`src/rtl/i2c_slave_rx_if.sv`:
```
// Bus-side pins and received-byte outputs of the write-only I2C target.
interface i2c_slave_rx_if;
    logic       i2c_scl;
    logic       i2c_sda;
    logic       sda_pull_low;
    logic [7:0] rx_data;
    logic       rx_valid;
    logic       addr_hit;
    logic       busy;
    logic [7:0] byte_count;

    modport slave (
        input  i2c_scl, i2c_sda,
        output sda_pull_low, rx_data, rx_valid, addr_hit, busy, byte_count
    );

    modport master (
        output i2c_scl, i2c_sda,
        input  sda_pull_low, rx_data, rx_valid, addr_hit, busy, byte_count
    );
endinterface

```
`src/rtl/i2c_slave_rx.sv`:
```
// Write-only I2C target: matches DEV_ADDR, ACKs address and data, emits each byte with a 1-clk strobe.
// Pin-to-event latency SYNC_STAGES+1 clk; no downstream backpressure, every byte is strobed once.
module i2c_slave_rx #(
    parameter logic [6:0] DEV_ADDR    = 7'h50,
    parameter int         SYNC_STAGES = 2
) (
    input  logic            clk,
    input  logic            rst,
    i2c_slave_rx_if.slave   bus
);
    typedef enum logic [2:0] {
        IDLE, ADDR, ADDR_ACK, DATA, DATA_ACK, IGNORE
    } state_t;

    logic [SYNC_STAGES-1:0] scl_sync_q, scl_sync_d, sda_sync_q, sda_sync_d;
    logic                   scl_prev_q, sda_prev_q;
    state_t                 state_q, state_d;
    logic [7:0]             sr_q, sr_d;
    logic [2:0]             bit_cnt_q, bit_cnt_d;
    logic [7:0]             rx_data_q, rx_data_d;
    logic                   rx_valid_q, rx_valid_d;
    logic                   addr_hit_q, addr_hit_d;
    logic                   busy_q, busy_d;
    logic [7:0]             byte_count_q, byte_count_d;
    logic                   pull_q, pull_d;

    logic scl_s, sda_s, scl_rise, scl_fall, start_evt, stop_evt;

    assign scl_sync_d = {scl_sync_q[SYNC_STAGES-2:0], bus.i2c_scl};
    assign sda_sync_d = {sda_sync_q[SYNC_STAGES-2:0], bus.i2c_sda};
    assign scl_s      = scl_sync_q[SYNC_STAGES-1];
    assign sda_s      = sda_sync_q[SYNC_STAGES-1];
    assign scl_rise   = scl_s & ~scl_prev_q;
    assign scl_fall   = ~scl_s & scl_prev_q;
    // SCL must be high in both samples so an SDA move at an SCL edge is not a condition
    assign start_evt  = scl_s & scl_prev_q & sda_prev_q & ~sda_s;
    assign stop_evt   = scl_s & scl_prev_q & ~sda_prev_q & sda_s;

    always_comb begin
        state_d      = state_q;
        sr_d         = sr_q;
        bit_cnt_d    = bit_cnt_q;
        rx_data_d    = rx_data_q;
        rx_valid_d   = 1'b0;
        addr_hit_d   = 1'b0;
        byte_count_d = byte_count_q;
        pull_d       = pull_q;

        if (start_evt) begin
            state_d      = ADDR;
            bit_cnt_d    = 3'd0;
            byte_count_d = 8'd0;
            pull_d       = 1'b0;
        end else if (stop_evt) begin
            state_d = IDLE;
            pull_d  = 1'b0;
        end else begin
            case (state_q)
                ADDR, DATA: begin
                    if (scl_rise) begin
                        sr_d      = {sr_q[6:0], sda_s};
                        bit_cnt_d = bit_cnt_q + 3'd1;
                        if (bit_cnt_q == 3'd7) begin
                            if (state_q == DATA) begin
                                rx_data_d    = sr_d;
                                rx_valid_d   = 1'b1;
                                byte_count_d = (byte_count_q == 8'hFF) ? 8'hFF : byte_count_q + 8'd1;
                                state_d      = DATA_ACK;
                            end else if (sr_d[7:1] == DEV_ADDR && !sr_d[0]) begin
                                addr_hit_d = 1'b1;
                                state_d    = ADDR_ACK;
                            end else begin
                                state_d = IGNORE;
                            end
                        end
                    end
                end
                ADDR_ACK, DATA_ACK: begin
                    // First fall opens the ACK window, the second (end of 9th clock) closes it
                    if (scl_fall) begin
                        if (!pull_q) begin
                            pull_d = 1'b1;
                        end else begin
                            pull_d    = 1'b0;
                            bit_cnt_d = 3'd0;
                            state_d   = DATA;
                        end
                    end
                end
                default: ;
            endcase
        end
        busy_d = (state_d != IDLE);
    end

    always_ff @(posedge clk or negedge rst) begin
        if (!rst) begin
            scl_sync_q   <= '1;
            sda_sync_q   <= '1;
            scl_prev_q   <= 1'b1;
            sda_prev_q   <= 1'b1;
            state_q      <= IDLE;
            sr_q         <= 8'd0;
            bit_cnt_q    <= 3'd0;
            rx_data_q    <= 8'd0;
            rx_valid_q   <= 1'b0;
            addr_hit_q   <= 1'b0;
            busy_q       <= 1'b0;
            byte_count_q <= 8'd0;
            pull_q       <= 1'b0;
        end else begin
            scl_sync_q   <= scl_sync_d;
            sda_sync_q   <= sda_sync_d;
            scl_prev_q   <= scl_s;
            sda_prev_q   <= sda_s;
            state_q      <= state_d;
            sr_q         <= sr_d;
            bit_cnt_q    <= bit_cnt_d;
            rx_data_q    <= rx_data_d;
            rx_valid_q   <= rx_valid_d;
            addr_hit_q   <= addr_hit_d;
            busy_q       <= busy_d;
            byte_count_q <= byte_count_d;
            pull_q       <= pull_d;
        end
    end

    assign bus.sda_pull_low = pull_q;
    assign bus.rx_data      = rx_data_q;
    assign bus.rx_valid     = rx_valid_q;
    assign bus.addr_hit     = addr_hit_q;
    assign bus.busy         = busy_q;
    assign bus.byte_count   = byte_count_q;
endmodule

```
`src/flat_wrapper.sv`:
```
// flat-port wrapper written by rule: the top's interface ports become plain ports
module i2c_slave_rx_flat 
#(
    parameter logic [6:0] DEV_ADDR    = 7'h50,
    parameter int         SYNC_STAGES = 2
)
  (clk, rst, bus_i2c_scl, bus_i2c_sda, bus_sda_pull_low, bus_rx_data, bus_rx_valid, bus_addr_hit, bus_busy, bus_byte_count);
  i2c_slave_rx_if bus_i ();
  input  logic clk;
  input  logic rst;
  input wire logic [$bits(bus_i.i2c_scl)-1:0] bus_i2c_scl;
  input wire logic [$bits(bus_i.i2c_sda)-1:0] bus_i2c_sda;
  output wire logic [$bits(bus_i.sda_pull_low)-1:0] bus_sda_pull_low;
  output wire logic [$bits(bus_i.rx_data)-1:0] bus_rx_data;
  output wire logic [$bits(bus_i.rx_valid)-1:0] bus_rx_valid;
  output wire logic [$bits(bus_i.addr_hit)-1:0] bus_addr_hit;
  output wire logic [$bits(bus_i.busy)-1:0] bus_busy;
  output wire logic [$bits(bus_i.byte_count)-1:0] bus_byte_count;
  assign bus_i.i2c_scl = bus_i2c_scl;
  assign bus_i.i2c_sda = bus_i2c_sda;
  assign bus_sda_pull_low = bus_i.sda_pull_low;
  assign bus_rx_data = bus_i.rx_data;
  assign bus_rx_valid = bus_i.rx_valid;
  assign bus_addr_hit = bus_i.addr_hit;
  assign bus_busy = bus_i.busy;
  assign bus_byte_count = bus_i.byte_count;
  i2c_slave_rx #(.DEV_ADDR(DEV_ADDR), .SYNC_STAGES(SYNC_STAGES)) u_core (.clk(clk), .rst(rst), .bus(bus_i));
endmodule
```
`config.mk`:
```
export PLATFORM = sky130hd
export DESIGN_NAME = i2c_slave_rx_flat
export DESIGN_NICKNAME = d
export VERILOG_FILES = /design/src/rtl/i2c_slave_rx_if.sv /design/src/rtl/i2c_slave_rx.sv /design/src/flat_wrapper.sv
export SDC_FILE = /design/constraint.sdc
export NUM_CORES = 1
export LEC_CHECK = 0
export CORE_MARGIN = 5
export CORE_UTILIZATION = 58
export CTS_CLUSTER_SIZE = 14
export DETAILED_ROUTE_END_ITERATION = 12
export GPL_TIMING_DRIVEN = 0
export PLACE_DENSITY = 0.84
export SYNTH_ARGS = -nofsm -noshare
export SYNTH_HDL_FRONTEND = slang
export SYNTH_SLANG_ARGS = --single-unit
```
`constraint.sdc`:
```
create_clock -name clk -period 2.6 [get_ports clk]
set_clock_uncertainty 0.05 [all_clocks]
set_input_delay 0.52 -clock clk [delete_from_list [all_inputs] [get_ports clk]]
set_output_delay 0.52 -clock clk [all_outputs]
set_load 0.01 [all_outputs]
```
# Word level (Yosys, flattened, before mapping)
# Index checks and enable logic that the tools add are counted.
dict set report word_totals {
  ram_bits 0
  latchBits 0
  mem_count 0
  register_bits 39
  rom_bits 0
  elab_cells 96
}
dict set report classes {
  order_cmp 0
  mul 0
  addsub 2
  n_eq_ne 11
  n_div 0
  n_mux 40
  n_bitwise 13
  n_shift 0
  reduce_logical 17
}
# cell n
set ops {}
lappend ops {{8-bit two-way mux} 7}
lappend ops {{3-bit two-way mux} 13}
lappend ops {{1-bit two-way mux} 18}
lappend ops {{3-bit one-hot mux with 2 select lines} 2}
lappend ops {{3-bit nonzero test} 4}
lappend ops {{5-bit AND reduction} 2}
lappend ops {{3-bit by 1-bit != test with 1-bit output (second input constant)} 3}
lappend ops {{8-bit by 1-bit adder with 8-bit output (second input constant)} 1}
lappend ops {{8-bit == test (second input constant)} 1}
lappend ops {{2-bit nonzero test} 4}
lappend ops {{1-bit bitwise AND} 7}
lappend ops {{7-bit == test (second input constant)} 1}
lappend ops {{3-bit by 2-bit == test with 1-bit output (second input constant)} 2}
lappend ops {{3-bit == test (second input constant)} 2}
lappend ops {{1-bit NOT} 6}
lappend ops {{6-bit AND reduction} 1}
lappend ops {{4-bit AND reduction} 1}
lappend ops {{2-bit OR reduction} 2}
lappend ops {{3-bit by 1-bit adder with 3-bit output (second input constant)} 1}
lappend ops {{3-bit by 1-bit == test with 1-bit output (second input constant)} 1}
lappend ops {{2-bit by 1-bit != test with 1-bit output (second input constant)} 1}
lappend ops {{2-bit AND reduction} 1}
lappend ops {{1-bit logical AND} 1}
lappend ops {{1-bit logical NOT} 1}

# Depth between registers and ports, before layout
# Gate-level depths: netlist of the first run.
dict set report logic_depth {
  depth_word 10
  ltp_mapped 8
  mapped_depth_nobuf 7
}

# Worst setup path before layout of the first run
# OpenSTA, ideal clock, no wires.
dict set report synth_timing {
  path_kind {flip-flop to flip-flop}
  startpoint {register u_core.bit_cnt_q[0]}
  endpoint {register u_core.byte_count_q[3] (netlist: u_core.bus.byte_count[3])}
  t_required_ns 2.427
  n_path_buf 1
  path_stages_with_launch 8
  setup_ns 0.123
  t_arrival_ns 1.609
  synth_period_minus_slack_ns 1.782
  path_slack_ns 0.818
  path_cell_list {dfrtp_1 > ha_1 > ha_1 > nand4b_1 > or2_1 > clkbuf_1 > a21oi_1 > o221a_1}
}
dict set report synth_via {
  elab_chain_len 3
}
# element line_no
set synth_lines {}
lappend synth_lines {{start: declaration} i2c_slave_rx.sv:19} ;# logic [2:0] bit_cnt_q, bit_cnt_d;
lappend synth_lines {{start signal: assignment} i2c_slave_rx.sv:118} ;# bit_cnt_q <= bit_cnt_d;
lappend synth_lines {{3-bit == test} i2c_slave_rx.sv:63} ;# if (bit_cnt_q == 3'd7) begin
lappend synth_lines {{2-bit nonzero test (no line)} -}
lappend synth_lines {{5-bit AND reduction (no line)} -}
lappend synth_lines {{end signal: assignment} i2c_slave_rx.sv:123} ;# byte_count_q <= byte_count_d;
lappend synth_lines {{end: declaration} i2c_slave_rx.sv:24} ;# logic [7:0] byte_count_q, byte_count_d;
# Every way passes these cells.
# A chain may end at the register's enable or synchronous reset.

# Final worst setup path of the first run
# Ends and elaborated chain as after synthesis.

==> results of run 1 <==
-- critical path, stage by stage (launching register included) --
cell and delay (ns):
dfrtp_1 0.40, ha_1 0.20, ha_1 0.22, nand4b_1 0.22, or2_1 0.16, clkbuf_1 0.34
a21oi_1 0.08, o221a_1 0.25
-- power by group through the flow --
stage / logic, mW / registers (mW) / clock network, mW
floorplan: 0.138 / 0.751 / 0
global placement: 0.179 / 0.761 / 0
detailed placement: 0.190 / 0.767 / 0
CTS: 0.190 / 0.756 / 0.300
global route: 0.213 / 0.770 / 0.325
finish: 0.187 / 0.758 / 0.295
-- final cells by class --
class	instances	share of cell area [%]
Timing Repair Buffer	23	10.7
Clock inverter	1	0.237
Multi-Input combinational cell	119	35.2
Tap cell	33	1.95
Clock buffer	7	2.13
Sequential cell	39	46.5
Buffer	8	2.01
Inverter	7	1.24
-- routing by layer --
layer / GRT usage (%) / vias up
li1: - / 666
met1: 21.6 / 678
met2: 33.2 / 40
met3: 5.30 / 8
met4: 6.99 / 0
met5: 0 / -
-- logic make-up after synthesis --
group | synth area share (%)
simple gates | 23.0
compound gates | 9.33
mux | 6.06
fa+ha+maj | 2.09
buf+inv | 3.83
xor+xnor | 0.975
flops | 54.7
-- how the worst min path moves through the flow --
stage | from | depth (start not counted) | endpoint | slack (ns)
2_1_floorplan | rst | 0 | u_core.bit_cnt_q[0] | 0.17
3_3_place_gp | u_core.sda_sync_q[0] | 0 | u_core.sda_sync_q[1] | 0.30
6_report | rst | 1 | u_core.bus.byte_count[6] | 0.21
4_1_cts | rst | 1 | u_core.bus.byte_count[6] | 0.23
3_5_place_dp | u_core.sda_sync_q[0] | 0 | u_core.sda_sync_q[1] | 0.30
5_1_grt | rst | 1 | u_core.bus.byte_count[7] | 0.27
-- placed cells by master (no fill, tap or decap), types with 2 or more instances in the layout --
cell	n
and2_1	2
nor2_1	10
clkdlybuf4s50_1	22
or2_1	2
nor2b_1	3
nand3b_1	3
clkbuf_4	5
o21ai_0	3
buf_2	5
a21oi_1	10
ha_1	3
buf_4	2
nand2_1	34
a32oi_1	2
clkbuf_1	4
mux2_2	7
nand3_1	7
dfrtp_1	33
nand4b_1	2
dfstp_2	6
mux2i_1	3
nor4_1	4
nand4_1	3
inv_1	6
-- flip-flops by register name (all words and copies together), names as in the netlist --
name and count:
u_core.state_q 3, u_core.bus.busy 1, u_core.scl_sync_q 2, u_core.sda_sync_q 2, u_core.bus.rx_valid 1, u_core.sda_prev_q 1
u_core.scl_prev_q 1, u_core.bus.rx_data 8, u_core.bus.sda_pull_low 1, u_core.bit_cnt_q 3, u_core.bus.addr_hit 1, u_core.bus.byte_count 8
u_core.sr_q 7
==> results.md, run 1 <==
- Status: complete, no violations
- Reg-to-reg endpoint: u_core.bus.byte_count[3]
- Number of global-route vias before repair: 1412
- Synth cell types: 44
- # fillers: 244
- Top cells by area, synth: dfrtp_1, dfstp_2, nand2_1
- Count leader, synth: nand2_1
- Die W: 65.7 um
- Ys async rst share: 100%
- Die span in y: 65.7 um
- FF-to-FF setup slack: 0.58 ns
- Endpoints failing hold: 0
- Logic pwr share: 15.1%
- Fraction of the yosys area taken by sequential cells: 54.7%
- Antenna fix cells: 0
- Switching Power: 340 uW
- Hold Crit Class: primary input to asynchronous set/reset pin
- 1st-iter DRT viols: 111
- Worst vdd ir: 0.418 mV
- Yosys top cell by area: dfrtp_1
- Placed insts: 229
- Sink Count: 39
- Most used flip-flop cell after synthesis: dfrtp_1
- Layout Cells excl Fill: 237
- Synthesized flop and latch total: 39
- Synth top area share: 46.0%
- Multi-input logic area: 744 sq um
- Synth-to-layout area growth: 17.6%
- RSZ-0062 raised after global routing: no
- Final Cell Area: 2110 sq um
- WL met3: 157 um
- Cell count after synthesis: 173
- Crit-path max FO: 10
- FF-to-FF path depth: 7
- Max clock buf depth: 2
- Fin nets: 210
- Clock power frac: 23.8%
- TritonRoute pass-1 iters: 6
- Commonest cells in the netlist: nand2_1, dfrtp_1, a21oi_1, nor2_1
- Util after Layout: 70.4%
- Sequential cell area: 983 sq um
- Vias post-DR: 1392
- Met1 WL: 1530 um
- First-pass GRT wire length: 6240 um
- WL final: 3550 um
- Detail Route Antenna Nets: 0
- Flop pwr share: 61.2%
- Slew Limit Fails: 0
- Hold buffer count at CTS: 0
- PortBufs: 23
- # setup viols final: 0
- Reg2reg start: u_core.bit_cnt_q[0]
- CP required: 2.79 ns
- Initial core utilization: 59.8%
- Clk_lat worst skew: 0.34 ns
- DR vias/cell: 5.87
- Final hold slack: 0.215 ns
- Setup bufs post-CTS: 0
- Initial antenna violation count: 0
- Pwr/cell area: 587 nW/um^2
- Mapped Avg Cell Area: 10.4 sq um
- # H-tree levels: 2
- Pleak: 0.910 nW
- Clk slew on worst S/H paths: 0.11 ns
- Highest routed layer: met4
- Slew HR: 36.4%
- Sw Share: 27.5%
- Core area: 3000 sq um
- Worst setup SP type: register
- Critical Path Start: u_core.bit_cnt_q[0]
- Final Power: 1.24 mW
- DRC: 0
- Root Buffer: clkbuf_4
- Crit Path Class: register to register
- Maximum clock frequency: 495 MHz
- Ports: 24
- CTS tree: built
- Worst setup path endpoint: u_core.bus.byte_count[3]
- GRT overflow: 0
- Netlist Area Pre-Place: 1800 sq um
- Largest net degree at the start of global routing: 40
- Layout cells sized above 1: 14.2%
- Length of routed met2 wiring: 1790 um
- Final HPWL from detailed placement: 2570 um
- Number of synthesized flops with an enable pin: 0
- Syn_nets: 180
- Slew @ Worst Pin: 0.951 ns
- Fin crit share: 77.7%
- Syn. warnings: 0
- Die area: 4310 sq um
- Pre-CTS setup slack: 0.598 ns
- Setup crit end kind: register
- Final WS setup: 0.579 ns
- Max-Cap Viols: 0
- Final Critical Period: 2.02 ns
- Cts bufs inserted: 5
- Num rows: 20
- Post-DR wirelength/cell: 15.0 um
- Internal power: 899 uW
- Post-Place Cell Area: 2060 sq um
- TNS Setup: 0 ns
- Placer Congestion: 0.880
- WP data arrival: 2.21 ns
- Resize count post-CTS: 0
- Gr usage total: 18.9%
Note: power is estimated with default switching activity, not from simulation.
==> run 2: changes to the inputs <==
--- a/config.mk
+++ b/config.mk
@@ -6,11 +6,11 @@
 export NUM_CORES = 1
 export LEC_CHECK = 0
 export CORE_MARGIN = 5
-export CORE_UTILIZATION = 58
+export CORE_UTILIZATION = 48
 export CTS_CLUSTER_SIZE = 14
 export DETAILED_ROUTE_END_ITERATION = 12
 export GPL_TIMING_DRIVEN = 0
-export PLACE_DENSITY = 0.84
+export PLACE_DENSITY = 0.74
 export SYNTH_ARGS = -nofsm -noshare
 export SYNTH_HDL_FRONTEND = slang
 export SYNTH_SLANG_ARGS = --single-unit
==> constraint.sdc (replaced) <==
create_clock -name clk -period 1.7 [get_ports clk]
set_clock_uncertainty 0.05 [all_clocks]
set_input_delay 0.34 -clock clk [delete_from_list [all_inputs] [get_ports clk]]
set_output_delay 0.34 -clock clk [all_outputs]
set_load 0.01 [all_outputs]
==> run 2 against run 1 <==
The run now ends with negative setup slack left. Combinational power grew 97%. Design area grew 21%. Sequential share of layout area shrank 7.9 points. First-iteration DRC count shrank 16%. Die area grew 18%. Critical path depth is the same. Utilization grew 0.079 points. Critical path type unchanged.
==> results.md, run 2 (synthesis results as in run 1) <==
- Status: finished with violations
- Failing checks: negative setup slack
- Slew HR: 43.0%
- Initial antenna violation count: 0
- Layout cells sized above 1: 35.1%
- Sink Count: 39
- Hold Crit Class: primary input to asynchronous set/reset pin
- PortBufs: 23
- Final HPWL from detailed placement: 2610 um
- CP Cell Sequence: ha_4, ha_4, nand4b_1, buf_6, a32oi_2, and2b_1, a22oi_1
- Maximum clock frequency: 583 MHz
- RSZ-0062 raised after global routing: yes
- Core area: 3630 sq um
- Die span in y: 71.2 um
- Clk slew on worst S/H paths: 0.07 ns
- 1st-iter DRT viols: 93
- Slowest-stage cell, CP: dfrtp_1
- Most frequent CP cell: ha_4
- Crit-path max FO: 4
- GRT overflow: 0
- Setup crit end kind: register
- Detail Route Antenna Nets: 0
- Largest net degree at the start of global routing: 40
- Critical Path Max Stage Delay: 0.41 ns
- Synth-to-layout area growth: 42.5%
- Clk_lat worst skew: 0.29 ns
- Pleak: 1.14 nW
- WP data arrival: 1.88 ns
- Final Critical Period: 1.72 ns
- Util after Layout: 70.5%
- DRC: 0
- Placer Congestion: 0.797
- Pwr/cell area: 842 nW/um^2
- FF-to-FF setup slack: -0.02 ns
- CP required: 1.86 ns
- Die area: 5070 sq um
- WL final: 4500 um
- Commonest non-fill, non-tap cell in the layout: nand2_1
- Final Power: 2.15 mW
- First-pass GRT wire length: 6810 um
- TritonRoute pass-1 iters: 4
- Post-DR wirelength/cell: 16.3 um
- Commonest non-fill, non-tap cells in the layout: nand2_1, dfrtp_1, buf_4
- Cts bufs inserted: 5
- DR vias/cell: 5.66
- Hold buffer count at CTS: 0
- Ports: 24
- Slew @ Worst Pin: 0.855 ns
- # H-tree levels: 2
- # setup viols final: 2
- Antenna fix cells: 0
- Worst vdd ir: 0.718 mV
- CTS tree: built
- Fin crit share: 101%
- Fin nets: 234
- Final WS setup: -0.0166 ns
- Vias post-DR: 1562
- Gr usage total: 17.1%
- Slew Limit Fails: 0
- Num rows: 22
- Initial core utilization: 49.4%
- Die W: 71.2 um
- Number of global-route vias before repair: 1441
- Max clock buf depth: 2
- Crit Path Class: register to register
- Max-Cap Viols: 0
- Root Buffer: clkbuf_8
- Endpoints failing hold: 0
- Worst setup SP type: register
-- run 2: cell types whose count changed in the layout (fill, tap and decap cells not counted), sizes merged --
| cell | change |
|---|---|
| buf | +23 |
| inv | +1 |
| clkbuf | +1 |
| clkdlybuf4s50 | -1 |
| dlymetal6s2s | +1 |
| clkinv | -1 |
-- run 2: stage by stage --
stage	setup TNS (ns)	hold WS (ns)	std cells	setup WS, ns	instance area, sq um
floorplan	-0.00247	-0.00559	173	-0.00247	1800
global placement	-25.01	0.296	244	-0.627	2090
detailed placement	-4.24	0.297	244	-0.281	2090
CTS	-0.0888	0.135	259	-0.0261	2350
global route	-0.306	0.170	276	-0.0708	2560
finish	-0.0178	0.0985	276	-0.0166	2560
-- run 2: final cells by class --
class / instances / area (sq um)
Sequential cell: 39 / 988
Fill cell: 279 / 1070
Inverter: 7 / 33.8
Buffer: 6 / 70.1
Clock inverter: 1 / 5.00
Tap cell: 48 / 60.1
Multi-Input combinational cell: 119 / 882
Clock buffer: 7 / 76.3
Timing Repair Buffer: 49 / 444
-- run 2: where the power goes --
group	internal, mW	switching (mW)	total [mW]
Sequential	1.06	0.121	1.18
Clock	0.288	0.320	0.608
Combinational	0.211	0.157	0.369
-- run 2: routing by layer --
layer	share of wire (%)	track usage [%]	vias to the layer above
met5	0	0	-
met4	1.1	4.18	0
met3	4.7	5.82	8
met2	54	30.1	48
met1	40	20.0	788
li1	-	-	718
-- run 2: timing repair --
action | CTS | global route
gates resized for setup | 27 | 21
pin swaps | 10 | 12
gates cloned | 0 | 1
endpoints found under the setup margin | 32 | 37
buffers inserted | 8 | 17
-- run 2: final timing paths --
check                                            to                  from  cells after the start
setup reg to reg                    u_core.bus.busy   u_core.bit_cnt_q[1]                      7
max in group asynchronous  u_core.bus.byte_count[2]                   rst                      1
hold / removal             u_core.bus.byte_count[6]                   rst                      1
setup / recovery                    u_core.bus.busy   u_core.bit_cnt_q[1]                      7
min in group clk               u_core.scl_sync_q[1]  u_core.scl_sync_q[0]                      0
hold reg to reg                u_core.scl_sync_q[1]  u_core.scl_sync_q[0]                      0
-- run 2: worst max-delay path, delay by kind of cell (launching register included) --
family	cells	cell delay, ns
compound gates	2	0.33
fa+ha+maj	2	0.30
buf+inv	1	0.18
flops	1	0.41
simple gates	2	0.37
==> run 3: changes to the inputs <==
--- a/config.mk
+++ b/config.mk
@@ -11,6 +11,7 @@
 export DETAILED_ROUTE_END_ITERATION = 12
 export GPL_TIMING_DRIVEN = 0
 export PLACE_DENSITY = 0.74
+export REMOVE_ABC_BUFFERS = 1
 export SYNTH_ARGS = -nofsm -noshare
 export SYNTH_HDL_FRONTEND = slang
 export SYNTH_SLANG_ARGS = --single-unit
==> run 3 against run 2 <==
The flow still finishes with violations (negative setup slack). First-iteration DRC count fell by 31%. Maximum frequency decreased by 1.8%. Final cell count is 3.3% lower. Combinational power fell by 7.0%. Sequential power is essentially flat. Critical endpoint is now u_core.bus.byte_count[2].
==> results.md, run 3 (synthesis results as in run 1) <==
- Hold Crit Class: primary input to asynchronous set/reset pin
- Failing checks: negative setup slack
- Pwr/cell area: 934 nW/um^2
- Die W: 71.2 um
- Worst setup SP type: register
- Logic pwr share: 15.0%
- CTS tree: built
- Max-Cap Viols: 0
- PortBufs: 23
- WL met3: 178 um
- Final WS setup: -0.0473 ns
- # fillers: 279
- WL final: 4270 um
- Clk_lat worst skew: 0.30 ns
- Die area: 5070 sq um
- Largest net degree at the start of global routing: 40
- Ports: 24
- Gr usage total: 19.0%
- GRT overflow: 0
- DR vias/cell: 5.48
- Detail Route Antenna Nets: 0
- Antenna fix cells: 0
- Max clock buf depth: 2
- Final Power: 2.29 mW
- FF-to-FF setup slack: -0.05 ns
- Initial core utilization: 49.4%
- Maximum clock frequency: 572 MHz
- Slew @ Worst Pin: 0.863 ns
- Switching Power: 595 uW
- Internal power: 1.69 mW
- Post-DR wirelength/cell: 16.0 um
- Core area: 3630 sq um
- Endpoints failing hold: 0
- Crit Path Class: register to register
- Pleak: 1.13 nW
- Slew HR: 42.5%
- Placed insts: 236
- Fin crit share: 103%
- DRC: 0
- # H-tree levels: 2
- Root Buffer: clkbuf_8
- CP required: 1.85 ns
- Synth-to-layout area growth: 36.3%
- Sink Count: 39
- Initial antenna violation count: 0
- Placer Congestion: 0.821
- Final hold slack: 0.0967 ns
- Setup crit end kind: register
- Length of routed met2 wiring: 2190 um
- Final Cell Area: 2450 sq um
- TritonRoute pass-1 iters: 4
- Clk slew on worst S/H paths: 0.08 ns
- Number of global-route vias before repair: 1609
- Final HPWL from detailed placement: 2550 um
- Worst vdd ir: 0.709 mV
- RSZ-0062 raised after global routing: yes
- Slowest-stage cell, CP: dfrtp_1
- # setup viols final: 5
- Clock power frac: 33.6%
- Critical Path Max Stage Delay: 0.39 ns
- Crit-path max FO: 7
- Post-Place Cell Area: 2040 sq um
- Commonest non-fill, non-tap cell in the layout: nand2_1
- Sw Share: 26.0%
- Pre-CTS setup slack: -0.942 ns
- Vias post-DR: 1464
- Hold buffer count at CTS: 0
- Met1 WL: 1720 um
- Die span in y: 71.2 um
- Highest routed layer: met4
- Flop pwr share: 51.4%
- Layout Cells excl Fill: 267
- 1st-iter DRT viols: 64
- TNS Setup: -0.0939 ns
- First-pass GRT wire length: 7470 um
- Layout cells sized above 1: 29.7%
- WP data arrival: 1.89 ns
- Cts bufs inserted: 5
- Num rows: 22
- Util after Layout: 67.4%
- CP Cell Sequence: buf_4, nand2b_2, or2_4, clkinv_8, a21oi_1, a311oi_2
- Slew Limit Fails: 0
- Final Critical Period: 1.75 ns
- Status: finished with violations
- Fin nets: 225
- Commonest non-fill, non-tap cells in the layout: nand2_1, dfrtp_1, buf_4
[run 3: cell count changes in the layout (fill, tap and decap cells not counted), sizes merged]
cell           before  now
bufinv              0    1
inv                 7    6
clkinv              1    3
dlymetal6s2s        1    2
clkbuf             10    5
dlygate4sd2         0    1
buf                30   24
clkdlybuf4s50      21   19
[run 3: cell type report]
cell class / instances / area, sq um / area share (%)
clock buffers: 5 / 68.8 / 2.81
clock inverters: 3 / 43.8 / 1.79
inverters: 7 / 38.8 / 1.58
multi-input cells: 119 / 843 / 34.4
flip-flops and latches: 39 / 987 / 40.3
well taps: 48 / 60.1 / 2.45
repair buffers: 46 / 407 / 16.6
[run 3: final timing paths]
check | end | startpoint | depth (start not counted)
min in group clk | u_core.scl_sync_q[1] | u_core.scl_sync_q[0] | 0
hold / removal | u_core.sr_q[1] | rst | 1
hold reg to reg | u_core.scl_sync_q[1] | u_core.scl_sync_q[0] | 0
setup reg to reg | u_core.bus.byte_count[2] | u_core.state_q[2] | 6
max in group asynchronous | u_core.bus.byte_count[2] | rst | 1
setup / recovery | u_core.bus.byte_count[2] | u_core.state_q[2] | 6
[run 3: timing repair]
| item | 4_1_cts | 5_1_grt |
|---|---|---|
| pin swaps | 4 | 5 |
| resized for setup | 20 | 9 |
| gates cloned | 1 | 0 |
| setup buffers | 15 | 7 |
| endpoints found under the setup margin | 26 | 28 |
[run 3: per-layer routing]
metal  global-route usage, %  vias up
li1                        -      694
met1                    21.7      718
met2                    31.1       35
met3                    4.40       17
met4                    13.2        0
met5                       0        -
[run 3: critical path, delay by kind of cell, from the launching register on]
| kind | cells | cell delay, ns |
|---|---|---|
| flip-flops | 1 | 0.39 |
| AND/OR/NAND/NOR | 2 | 0.65 |
| AO/OA/AOI/OAI | 2 | 0.34 |
| buffers and inverters | 2 | 0.22 |
[run 3: power by group through the flow]
stage / sequential (mW) / combinational, mW / clock, mW
6_report: 1.18 / 0.343 / 0.768
5_1_grt: 1.20 / 0.382 / 0.830
4_1_cts: 1.17 / 0.322 / 0.783
3_5_place_dp: 1.19 / 0.271 / 0
3_3_place_gp: 1.18 / 0.256 / 0
2_1_floorplan: 1.16 / 0.197 / 0
